### src/rtl/id_ex_stage.sv
// ID/EX pipeline boundary: applies the writeback-to-decode bypass to the register file
// read data, detects load-use hazards against the held instruction, and inserts bubbles.
module id_ex_stage #(
    parameter int XLEN  = 32,
    parameter int RA_W  = 5,
    parameter int CNT_W = 16
) (
    input  logic             clk,
    input  logic             reset,
    input  logic             in_valid,
    input  logic [XLEN-1:0]  in_pc,
    input  logic [RA_W-1:0]  in_rs1,
    input  logic [RA_W-1:0]  in_rs2,
    input  logic [RA_W-1:0]  in_rd,
    input  logic             in_uses_rs1,
    input  logic             in_uses_rs2,
    input  logic [XLEN-1:0]  in_rd1,
    input  logic [XLEN-1:0]  in_rd2,
    input  logic [XLEN-1:0]  in_imm,
    input  logic             in_regwrite,
    input  logic             in_memread,
    input  logic             in_memwrite,
    input  logic             in_jal,
    input  logic             in_alu_src,
    input  logic [3:0]       in_alu_op,
    input  logic             wb_regwrite,
    input  logic [RA_W-1:0]  wb_rd,
    input  logic [XLEN-1:0]  wb_data,
    input  logic             flush,
    output logic             stall,
    output logic             ex_valid,
    output logic [XLEN-1:0]  ex_pc,
    output logic [XLEN-1:0]  ex_op1,
    output logic [XLEN-1:0]  ex_op2,
    output logic [XLEN-1:0]  ex_imm,
    output logic [RA_W-1:0]  ex_rs1,
    output logic [RA_W-1:0]  ex_rs2,
    output logic [RA_W-1:0]  ex_rd,
    output logic             ex_regwrite,
    output logic             ex_memread,
    output logic             ex_memwrite,
    output logic             ex_jal,
    output logic             ex_alu_src,
    output logic [3:0]       ex_alu_op,
    output logic [CNT_W-1:0] stall_count
);

    logic [XLEN-1:0]  op1_n, op2_n;
    logic             hazard;

    logic             valid_q, valid_d;
    logic [XLEN-1:0]  pc_q, pc_d;
    logic [XLEN-1:0]  op1_q, op1_d;
    logic [XLEN-1:0]  op2_q, op2_d;
    logic [XLEN-1:0]  imm_q, imm_d;
    logic [RA_W-1:0]  rs1_q, rs1_d;
    logic [RA_W-1:0]  rs2_q, rs2_d;
    logic [RA_W-1:0]  rd_q, rd_d;
    logic             regwrite_q, regwrite_d;
    logic             memread_q, memread_d;
    logic             memwrite_q, memwrite_d;
    logic             jal_q, jal_d;
    logic             alu_src_q, alu_src_d;
    logic [3:0]       alu_op_q, alu_op_d;
    logic [CNT_W-1:0] cnt_q, cnt_d;

    // x0 reads as zero; otherwise a same-cycle writeback overrides the stale read data.
    always_comb begin
        op1_n = in_rd1;
        if (in_rs1 == '0) begin
            op1_n = '0;
        end else if (wb_regwrite && (wb_rd != '0) && (wb_rd == in_rs1)) begin
            op1_n = wb_data;
        end

        op2_n = in_rd2;
        if (in_rs2 == '0) begin
            op2_n = '0;
        end else if (wb_regwrite && (wb_rd != '0) && (wb_rd == in_rs2)) begin
            op2_n = wb_data;
        end
    end

    assign hazard = valid_q && memread_q && (rd_q != '0) && in_valid &&
                    ((in_uses_rs1 && (in_rs1 == rd_q)) ||
                     (in_uses_rs2 && (in_rs2 == rd_q)));

    // A flush kills the decoding instruction, so holding it upstream would be pointless.
    assign stall = hazard && !flush;

    // Bubble is the all-zero default; only the capture path loads real values.
    always_comb begin
        valid_d    = 1'b0;
        pc_d       = '0;
        op1_d      = '0;
        op2_d      = '0;
        imm_d      = '0;
        rs1_d      = '0;
        rs2_d      = '0;
        rd_d       = '0;
        regwrite_d = 1'b0;
        memread_d  = 1'b0;
        memwrite_d = 1'b0;
        jal_d      = 1'b0;
        alu_src_d  = 1'b0;
        alu_op_d   = '0;
        cnt_d      = cnt_q;

        if (flush) begin
            cnt_d = cnt_q;
        end else if (hazard) begin
            cnt_d = (&cnt_q) ? cnt_q : cnt_q + CNT_W'(1);
        end else begin
            valid_d = in_valid;
            pc_d    = in_pc;
            op1_d   = op1_n;
            op2_d   = op2_n;
            imm_d   = in_imm;
            rs1_d   = in_rs1;
            rs2_d   = in_rs2;
            rd_d    = in_rd;
            if (in_valid) begin
                regwrite_d = in_regwrite;
                memread_d  = in_memread;
                memwrite_d = in_memwrite;
                jal_d      = in_jal;
                alu_src_d  = in_alu_src;
                alu_op_d   = in_alu_op;
            end
        end
    end

    always_ff @(posedge clk) begin
        if (!reset) begin
            valid_q    <= 1'b0;
            pc_q       <= '0;
            op1_q      <= '0;
            op2_q      <= '0;
            imm_q      <= '0;
            rs1_q      <= '0;
            rs2_q      <= '0;
            rd_q       <= '0;
            regwrite_q <= 1'b0;
            memread_q  <= 1'b0;
            memwrite_q <= 1'b0;
            jal_q      <= 1'b0;
            alu_src_q  <= 1'b0;
            alu_op_q   <= '0;
            cnt_q      <= '0;
        end else begin
            valid_q    <= valid_d;
            pc_q       <= pc_d;
            op1_q      <= op1_d;
            op2_q      <= op2_d;
            imm_q      <= imm_d;
            rs1_q      <= rs1_d;
            rs2_q      <= rs2_d;
            rd_q       <= rd_d;
            regwrite_q <= regwrite_d;
            memread_q  <= memread_d;
            memwrite_q <= memwrite_d;
            jal_q      <= jal_d;
            alu_src_q  <= alu_src_d;
            alu_op_q   <= alu_op_d;
            cnt_q      <= cnt_d;
        end
    end

    assign ex_valid    = valid_q;
    assign ex_pc       = pc_q;
    assign ex_op1      = op1_q;
    assign ex_op2      = op2_q;
    assign ex_imm      = imm_q;
    assign ex_rs1      = rs1_q;
    assign ex_rs2      = rs2_q;
    assign ex_rd       = rd_q;
    assign ex_regwrite = regwrite_q;
    assign ex_memread  = memread_q;
    assign ex_memwrite = memwrite_q;
    assign ex_jal      = jal_q;
    assign ex_alu_src  = alu_src_q;
    assign ex_alu_op   = alu_op_q;
    assign stall_count = cnt_q;

endmodule

### config.mk
export PLATFORM = sky130hd
export DESIGN_NAME = id_ex_stage
export DESIGN_NICKNAME = d
export VERILOG_FILES = /design/src/rtl/id_ex_stage.sv
export SDC_FILE = /design/constraint.sdc
export NUM_CORES = 1
export LEC_CHECK = 0
export BUFFER_PORTS_ARGS = -buffer_cell sky130_fd_sc_hd__buf_4
export CAP_MARGIN = 5
export CORE_AREA = 3 3 140 142
export CTS_CLUSTER_DIAMETER = 150
export DETAILED_ROUTE_END_ITERATION = 8
export DIE_AREA = 0 0 143 145
export PLACE_DENSITY = 0.69
export SETUP_SLACK_MARGIN = 0.1
export SLEW_MARGIN = 15
export SYNTH_ARGS = -nofsm -noshare
export SYNTH_HDL_FRONTEND = slang
export SYNTH_SLANG_ARGS = --single-unit
### constraint.sdc
create_clock -name clk -period 3 [get_ports clk]
set_clock_uncertainty 0.15 [all_clocks]
set_input_delay 0.6 -clock clk [delete_from_list [all_inputs] [get_ports clk]]
set_output_delay 0.6 -clock clk [all_outputs]
set_load 0.01 [all_outputs]
==> results of run 1 <==
==> registers in the layout (all words and copies together) (netlist names), 4 cells and up <==
signal / count
ex_pc: 32
ex_op2: 32
stall_count: 16
ex_rd: 5
ex_op1: 32
ex_alu_op: 4
ex_rs1: 5
ex_imm: 32
ex_rs2: 5
==> logic make-up (layout without fill, tap and decap cells) <==
logic type	after synthesis	after routing	share of synthesized area [%]
AOI/OAI and AO/OA	25	25	3.32
xor gates and xnor gates	24	24	3.64
muxes	67	67	11.6
and+or+nand+nor	210	210	20.0
buffers and inverters	28	410	2.60
DFF	169	169	58.6
adders and majority gates	1	1	0.217
==> cells in the mapped netlist (all sizes together) <==
cell type / instances / area, um2
a211oi: 1 / 20.0
xnor2: 16 / 140
ha: 1 / 12.5
nor2: 70 / 263
o31a: 1 / 8.76
o311a: 1 / 21.3
nand4: 7 / 58.8
dfxtp: 169 / 3380
or4: 7 / 52.6
buf: 14 / 95.1
mux2i: 67 / 671
nand2b: 2 / 12.5
o21ai: 7 / 35.0
nor4: 5 / 43.8
o22ai: 1 / 20.0
inv: 3 / 11.3
and3: 11 / 68.8
nor3: 1 / 5.00
o31ai: 4 / 30.0
nand3: 11 / 55.1
and4: 1 / 11.3
or3: 5 / 31.3
a21oi: 9 / 48.8
o21a: 1 / 7.51
xor2: 8 / 70.1
and2: 82 / 513
nand2: 8 / 37.5
clkbuf: 11 / 43.8
==> final cells by class <==
class	instances	area, um2
Fill cell	1723	9210
Sequential cell	169	3380
Timing Repair Buffer	375	2840
Multi-Input combinational cell	327	2260
Clock buffer	18	439
Tap cell	234	293
Clock inverter	14	144
Inverter	3	11.3
==> routing by layer <==
layer	vias to the layer above	GRT usage (%)
met4	0	5.28
met2	216	31.0
met3	25	6.39
li1	2479	-
met5	-	0
met1	2287	21.1
==> final timing paths <==
| kind | start | to | slack, ns |
|---|---|---|---|
| worst max-delay path | in_rs2[0] | stall | 0.37 |
| worst min-delay path | in_pc[27] | ex_pc[27] | 0.22 |
| worst max register to register | ex_rd[0] | ex_op1[31] | 0.73 |
| worst min register to register | stall_count[15] | stall_count[15] | 0.35 |
==> power groups by stage <==
| stage | registers [mW] | clock network [mW] | logic (mW) |
|---|---|---|---|
| after floorplan | 2.44 | 0 | 0.144 |
| after global placement | 2.40 | 0 | 0.577 |
| after detailed placement | 2.40 | 0 | 0.581 |
| after CTS | 2.35 | 2.24 | 0.583 |
| after global routing | 2.36 | 2.33 | 0.622 |
| final | 2.35 | 2.18 | 0.575 |
==> metrics by stage <==
step	power (mW)	worst slack [ns]	hold slack (ns)	util, %	instance area (um2)
2_1_floorplan	2.59	0.833	0.348	-	5770
3_3_place_gp	2.98	0.237	0.329	47.3	8790
3_5_place_dp	2.98	0.206	0.337	47.3	8790
4_1_cts	5.18	0.341	0.197	50.4	9370
5_1_grt	5.31	0.288	0.202	50.4	9370
6_report	5.11	0.370	0.217	50.4	9370
==> metrics.txt, run 1 <==
# TYPE chip_impl_metric gauge
chip_impl_info{name="run_status",value="complete, no violations"} 1
chip_impl_info{name="cp-start-kind",value="primary input"} 1
chip_impl_metric{name="postCtsSetupRepairBufs",unit=""} 0
chip_impl_info{name="crit_path_end_kind",value="output port"} 1
chip_impl_metric{name="timing.max_cap.violations",unit=""} 0
chip_impl_metric{name="cellPowerDensity",unit="mW/mm2"} 545
chip_impl_metric{name="max-vdd-ir-drop",unit="V"} 0.000350
chip_impl_metric{name="post_cts_resize_count",unit=""} 0
chip_impl_metric{name="met2_wirelength",unit="um"} 9740
chip_impl_metric{name="drt_drc_violations_left",unit=""} 0
chip_impl_metric{name="io_pins",unit=""} 366
chip_impl_metric{name="number_of_hold_buffers_added_after_cts",unit=""} 0
chip_impl_metric{name="routed-via-count",unit=""} 5007
chip_impl_metric{name="synthesis.nets",unit=""} 721
chip_impl_metric{name="power_switching_share",unit="%"} 25.5
chip_impl_info{name="critical_path_cell_with_the_highest_stage_delay",value="sky130_fd_sc_hd__o22ai_4"} 1
chip_impl_metric{name="synth_cell_types",unit=""} 36
chip_impl_metric{name="ys_seq_area_share",unit="%"} 58.6
chip_impl_metric{name="io_buffers",unit=""} 365
chip_impl_metric{name="vias_in_the_first_global_route",unit=""} 5053
chip_impl_metric{name="initialDrtViolationCount",unit=""} 202
chip_impl_metric{name="max-slew-margin-rel",unit="%"} 31.6
chip_impl_metric{name="routed_wirelength",unit="um"} 19200
chip_impl_metric{name="drtAntennaViolNets",unit=""} 0
chip_impl_metric{name="timing.critical_path.depth",unit=""} 7
chip_impl_metric{name="fmax",unit="MHz"} 380
chip_impl_metric{name="grt_first_pass_wirelength",unit="um"} 28900
chip_impl_metric{name="final-instance-count-excl-fill",unit=""} 1140
chip_impl_metric{name="share_clk_of_total_power",unit="%"} 42.7
chip_impl_info{name="root_buffer",value="sky130_fd_sc_hd__clkbuf_16"} 1
chip_impl_metric{name="floorplan.die_area",unit="mm2"} 0.0207
chip_impl_metric{name="intPower",unit="mW"} 3.80
chip_impl_info{name="largest_delay_share_family_worst_path",value="buffers and inverters"} 1
chip_impl_info{name="final_common_cell",value="sky130_fd_sc_hd__buf_4"} 1
chip_impl_metric{name="crit_path_max_incr_delay",unit="ns"} 0.34
chip_impl_metric{name="grt_start_max_net_pins",unit=""} 53
chip_impl_metric{name="finalMaxSlewViolations",unit=""} 0
chip_impl_info{name="criticalPathCategory",value="in -> out"} 1
chip_impl_metric{name="min_delay_path_depth",unit=""} 2
chip_impl_metric{name="post_synth_inst_count",unit=""} 524
chip_impl_info{name="crit_top_cell",value="sky130_fd_sc_hd__buf_4"} 1
chip_impl_metric{name="switching_power",unit="mW"} 1.30
chip_impl_metric{name="grt.overflow.total",unit=""} 0
chip_impl_metric{name="cellLeakagePower",unit="nW"} 4.31
chip_impl_metric{name="drive_above_1_share",unit="%"} 46.1
chip_impl_metric{name="crit_arrival",unit="ns"} 1.88
chip_impl_metric{name="design.final.nets",unit=""} 1090
chip_impl_metric{name="insertion_delay_of_the_later_clocked_pin_in_the_worst_skew_pair",unit="ns"} 0.42
chip_impl_metric{name="grtUsageTotal",unit="%"} 18.1
chip_impl_metric{name="post_synth.cell_area_avg",unit="um2"} 11.0
chip_impl_metric{name="fin_setup_tns",unit="ns"} 0
chip_impl_metric{name="ys_ff_latch",unit=""} 169
chip_impl_metric{name="final-hold-violation-count",unit=""} 0
chip_impl_metric{name="placed_cells_incl_taps",unit=""} 1108
chip_impl_info{name="layout_common_cells",value="sky130_fd_sc_hd__buf_4 (373), sky130_fd_sc_hd__dfxtp_1 (169), sky130_fd_sc_hd__and2_1 (82)"} 1
chip_impl_info{name="critical_path.cell_chain",value="buf_4, buf_4, xnor2_1, nand4_1, o22ai_4, and3_1, buf_4"} 1
chip_impl_metric{name="worstMarginPinSlew",unit="ns"} 1.02
chip_impl_metric{name="clk_pin_slew",unit="ns"} 0.08
chip_impl_metric{name="place_hpwl",unit="um"} 15100
chip_impl_metric{name="path_buf_inv",unit=""} 3
chip_impl_metric{name="met3_layer_wire_length_in_the_routed_design",unit="um"} 1650
chip_impl_info{name="cts_tree",value="yes"} 1
chip_impl_metric{name="initial_core_util",unit="%"} 31.1
chip_impl_metric{name="critPathMaxFanout",unit=""} 6
chip_impl_metric{name="core_area",unit="mm2"} 0.0186
chip_impl_metric{name="cts.htree.levels",unit=""} 4
chip_impl_metric{name="cts-buffers-inserted",unit=""} 17
chip_impl_metric{name="syn_area",unit="mm2"} 0.00577
chip_impl_metric{name="iteration_count_of_the_initial_detailed_routing_pass",unit=""} 4
chip_impl_metric{name="timing.final.setup_violations",unit=""} 0
chip_impl_metric{name="fin_crit_sh",unit="%"} 87.7
chip_impl_metric{name="antenna_cells_inserted",unit=""} 0
chip_impl_metric{name="clock_tree.buffer_depth",unit=""} 2
chip_impl_metric{name="critPathRequiredTime",unit="ns"} 2.25
chip_impl_metric{name="combPwrFrac",unit="%"} 11.3
chip_impl_metric{name="met1_length",unit="um"} 7460
chip_impl_metric{name="clkSinkCount",unit=""} 169
chip_impl_metric{name="synth_warnings",unit=""} 0
chip_impl_metric{name="die_y",unit="um"} 145
chip_impl_info{name="highest-signal-layer",value="met4"} 1
chip_impl_metric{name="placer_s_final_routability_congestion_estimate",unit=""} 0.879
chip_impl_metric{name="share_seq_of_total_power",unit="%"} 46.1
chip_impl_metric{name="die_w",unit="um"} 143
chip_impl_metric{name="detail_route.wl_per_cell",unit="um"} 16.8
chip_impl_info{name="rsz0062_at_grt",value="no"} 1
chip_impl_metric{name="timing.reg2reg.worst_path_depth",unit=""} 8
chip_impl_metric{name="post-route-min-period",unit="ns"} 2.63
chip_impl_metric{name="via_density_per_instance",unit=""} 4.39
chip_impl_metric{name="placementRows",unit=""} 50
chip_impl_metric{name="syn_to_final_growth",unit="%"} 62.4
chip_impl_info{name="path_category_of_the_worst_min_delay_check",value="in -> reg"} 1
chip_impl_metric{name="initial_antenna_violation_count",unit=""} 0
(Power assumes the default switching activity.)
==> run 2, diff against run 1 <==
--- a/config.mk
+++ b/config.mk
@@ -7,11 +7,11 @@
 export LEC_CHECK = 0
 export BUFFER_PORTS_ARGS = -buffer_cell sky130_fd_sc_hd__buf_4
 export CAP_MARGIN = 5
-export CORE_AREA = 3 3 140 142
+export CORE_AREA = 3 3 139 141
 export CTS_CLUSTER_DIAMETER = 150
 export DETAILED_ROUTE_END_ITERATION = 8
-export DIE_AREA = 0 0 143 145
-export PLACE_DENSITY = 0.69
+export DIE_AREA = 0 0 142 144
+export PLACE_DENSITY = 0.73
 export SETUP_SLACK_MARGIN = 0.1
 export SLEW_MARGIN = 15
 export SYNTH_ARGS = -nofsm -noshare
==> constraint.sdc (replaced) <==
create_clock -name clk -period 2.32 [get_ports clk]
set_clock_uncertainty 0.15 [all_clocks]
set_input_delay 0.464 -clock clk [delete_from_list [all_inputs] [get_ports clk]]
set_output_delay 0.464 -clock clk [all_outputs]
set_load 0.01 [all_outputs]
==> metrics.txt, run 2 (synthesized netlist as in run 1, its figures left out) <==
# TYPE chip_impl_metric gauge
chip_impl_metric{name="clock_tree.buffer_depth",unit=""} 2
chip_impl_metric{name="vias_in_the_first_global_route",unit=""} 4973
chip_impl_metric{name="antenna_cells_inserted",unit=""} 0
chip_impl_metric{name="placer_s_final_routability_congestion_estimate",unit=""} 0.816
chip_impl_metric{name="clkSinkCount",unit=""} 169
chip_impl_metric{name="critPathMaxFanout",unit=""} 4
chip_impl_metric{name="insertion_delay_of_the_later_clocked_pin_in_the_worst_skew_pair",unit="ns"} 0.42
chip_impl_metric{name="final-hold-violation-count",unit=""} 0
chip_impl_metric{name="io_pins",unit=""} 366
chip_impl_info{name="cp-start-kind",value="flip-flop"} 1
chip_impl_metric{name="fmax",unit="MHz"} 458
chip_impl_metric{name="power_switching_share",unit="%"} 23.7
chip_impl_metric{name="die_w",unit="um"} 142
chip_impl_metric{name="utilization",unit="%"} 53.3
chip_impl_info{name="path_category_of_the_worst_min_delay_check",value="in -> reg"} 1
chip_impl_metric{name="via_density_per_instance",unit=""} 4.36
chip_impl_metric{name="share_clk_of_total_power",unit="%"} 41.6
chip_impl_metric{name="die_y",unit="um"} 144
chip_impl_metric{name="cts.htree.levels",unit=""} 4
chip_impl_metric{name="core_area",unit="mm2"} 0.0181
chip_impl_metric{name="floorplan.die_area",unit="mm2"} 0.0204
chip_impl_metric{name="finalMaxSlewViolations",unit=""} 0
chip_impl_info{name="cts_tree",value="yes"} 1
chip_impl_metric{name="filler_cell_count",unit=""} 1626
chip_impl_info{name="hold_path_startpoint",value="in_imm[6]"} 1
chip_impl_info{name="crit_path_end_kind",value="output port"} 1
chip_impl_metric{name="initial_core_util",unit="%"} 31.9
chip_impl_info{name="root_buffer",value="sky130_fd_sc_hd__clkbuf_16"} 1
chip_impl_metric{name="initial_antenna_violation_count",unit=""} 0
chip_impl_metric{name="max-slew-margin-rel",unit="%"} 40.9
chip_impl_info{name="final_common_cell",value="sky130_fd_sc_hd__buf_4"} 1
chip_impl_metric{name="timing.max_cap.violations",unit=""} 0
chip_impl_metric{name="cellPowerDensity",unit="mW/mm2"} 678
chip_impl_metric{name="placementRows",unit=""} 49
chip_impl_info{name="worst_r2r_src",value="ex_rd[4]"} 1
chip_impl_info{name="criticalPathCategory",value="reg -> out"} 1
chip_impl_metric{name="clk_pin_slew",unit="ns"} 0.07
chip_impl_metric{name="grt_first_pass_wirelength",unit="um"} 27500
chip_impl_metric{name="io_buffers",unit=""} 365
chip_impl_metric{name="worstMarginPinSlew",unit="ns"} 0.881
chip_impl_metric{name="crit_arrival",unit="ns"} 1.57
chip_impl_metric{name="drt_drc_violations_left",unit=""} 0
chip_impl_metric{name="timing.final.setup_violations",unit=""} 0
chip_impl_metric{name="preCtsSetupSlack",unit="ns"} -0.301
chip_impl_metric{name="routed_wirelength",unit="um"} 19000
chip_impl_info{name="rsz0062_at_grt",value="yes"} 1
chip_impl_metric{name="grtUsageTotal",unit="%"} 17.5
chip_impl_metric{name="share_seq_of_total_power",unit="%"} 46.5
chip_impl_metric{name="min_delay_path_depth",unit=""} 2
chip_impl_metric{name="critPathRequiredTime",unit="ns"} 1.71
chip_impl_metric{name="routed-via-count",unit=""} 5048
chip_impl_metric{name="timing.reg2reg.worst_path_depth",unit=""} 7
chip_impl_metric{name="detail_route.wl_per_cell",unit="um"} 16.4
chip_impl_metric{name="fin_crit_sh",unit="%"} 94.0
chip_impl_metric{name="fin_hold_ws",unit="ns"} 0.0920
chip_impl_metric{name="switching_power",unit="mW"} 1.55
chip_impl_metric{name="design.final.nets",unit=""} 1114
chip_impl_metric{name="intPower",unit="mW"} 4.99
chip_impl_metric{name="combPwrFrac",unit="%"} 11.9
chip_impl_metric{name="final_critical_path_setup_slack",unit="ns"} 0.139
chip_impl_metric{name="initialDrtViolationCount",unit=""} 156
chip_impl_metric{name="number_of_hold_buffers_added_after_cts",unit=""} 0
chip_impl_info{name="worstSetupStartpoint",value="ex_rd[0]"} 1
chip_impl_metric{name="post-route-min-period",unit="ns"} 2.18
chip_impl_metric{name="grt.overflow.total",unit=""} 0
chip_impl_info{name="run_status",value="complete, no violations"} 1
chip_impl_metric{name="cellLeakagePower",unit="nW"} 4.44
chip_impl_metric{name="syn_to_final_growth",unit="%"} 67.0
chip_impl_metric{name="iteration_count_of_the_initial_detailed_routing_pass",unit=""} 4
chip_impl_metric{name="placedInstanceArea",unit="mm2"} 0.00899
chip_impl_metric{name="drive_above_1_share",unit="%"} 48.5
chip_impl_metric{name="fin_setup_tns",unit="ns"} 0
chip_impl_metric{name="grt_start_max_net_pins",unit=""} 80
chip_impl_metric{name="max-vdd-ir-drop",unit="V"} 0.000513
chip_impl_metric{name="cts-buffers-inserted",unit=""} 17
chip_impl_metric{name="place_hpwl",unit="um"} 15200
chip_impl_metric{name="drtAntennaViolNets",unit=""} 0
chip_impl_metric{name="fin_area",unit="mm2"} 0.00964
chip_impl_info{name="layout_common_cells",value="sky130_fd_sc_hd__buf_4 (392), sky130_fd_sc_hd__dfxtp_1 (164), sky130_fd_sc_hd__and2_1 (82)"} 1
[run 2: layer usage]
layer  vias to the layer above  wire length, um  GRT usage [%]
li1                       2527                -              -
met1                      2289             7490           20.2
met2                       209             9520           29.5
met3                        23             1670           7.28
met4                         0              367           5.61
met5                         -                0              0
[run 2: layout make-up]
class                   instances  area, um2  area share (%)
well taps                     229        287            2.97
clock inverters                12        119            1.23
repair buffers                399       3070            31.8
clock buffers                  19        443            4.60
flip-flops and latches        169       3400            35.3
inverters                       3       11.3           0.117
multi-input cells             327       2310            24.0
[run 2: through the flow]
stage | instances | power (mW)
after global routing | 1158 | 6.81
after floorplan | 524 | 3.35
after global placement | 1126 | 3.88
after CTS | 1158 | 6.61
final | 1158 | 6.54
after detailed placement | 1126 | 3.89
[run 2: final timing paths]
| kind | to | slack [ns] |
|---|---|---|
| hold reg to reg | stall_count[15] | 0.35 |
| setup / recovery | stall | 0.14 |
| hold / removal | ex_imm[6] | 0.09 |
| setup reg to reg | ex_alu_op[0] | 0.26 |
[run 2: power by group through the flow]
stage	Combinational, mW	Sequential (mW)	Clock, mW
finish	0.777	3.04	2.72
global route	0.839	3.05	2.92
CTS	0.781	3.04	2.78
detailed placement	0.777	3.11	0
global placement	0.770	3.11	0
floorplan	0.186	3.16	0
[run 2: critical path, stage by stage, from the launching register on]
cell and delay [ns]:
sky130_fd_sc_hd__dfxtp_4 0.39, sky130_fd_sc_hd__xnor2_2 0.11, sky130_fd_sc_hd__nand4_1 0.17, sky130_fd_sc_hd__o22ai_4 0.19
sky130_fd_sc_hd__and3_4 0.20, sky130_fd_sc_hd__buf_6 0.10
[run 2: what timing repair did]
| action | CTS | global route |
|---|---|---|
| setup endpoints to repair | 1 | 16 |
| pin swaps | 1 | 5 |
| resized for setup | 5 | 14 |
| buffers inserted | 1 | 0 |
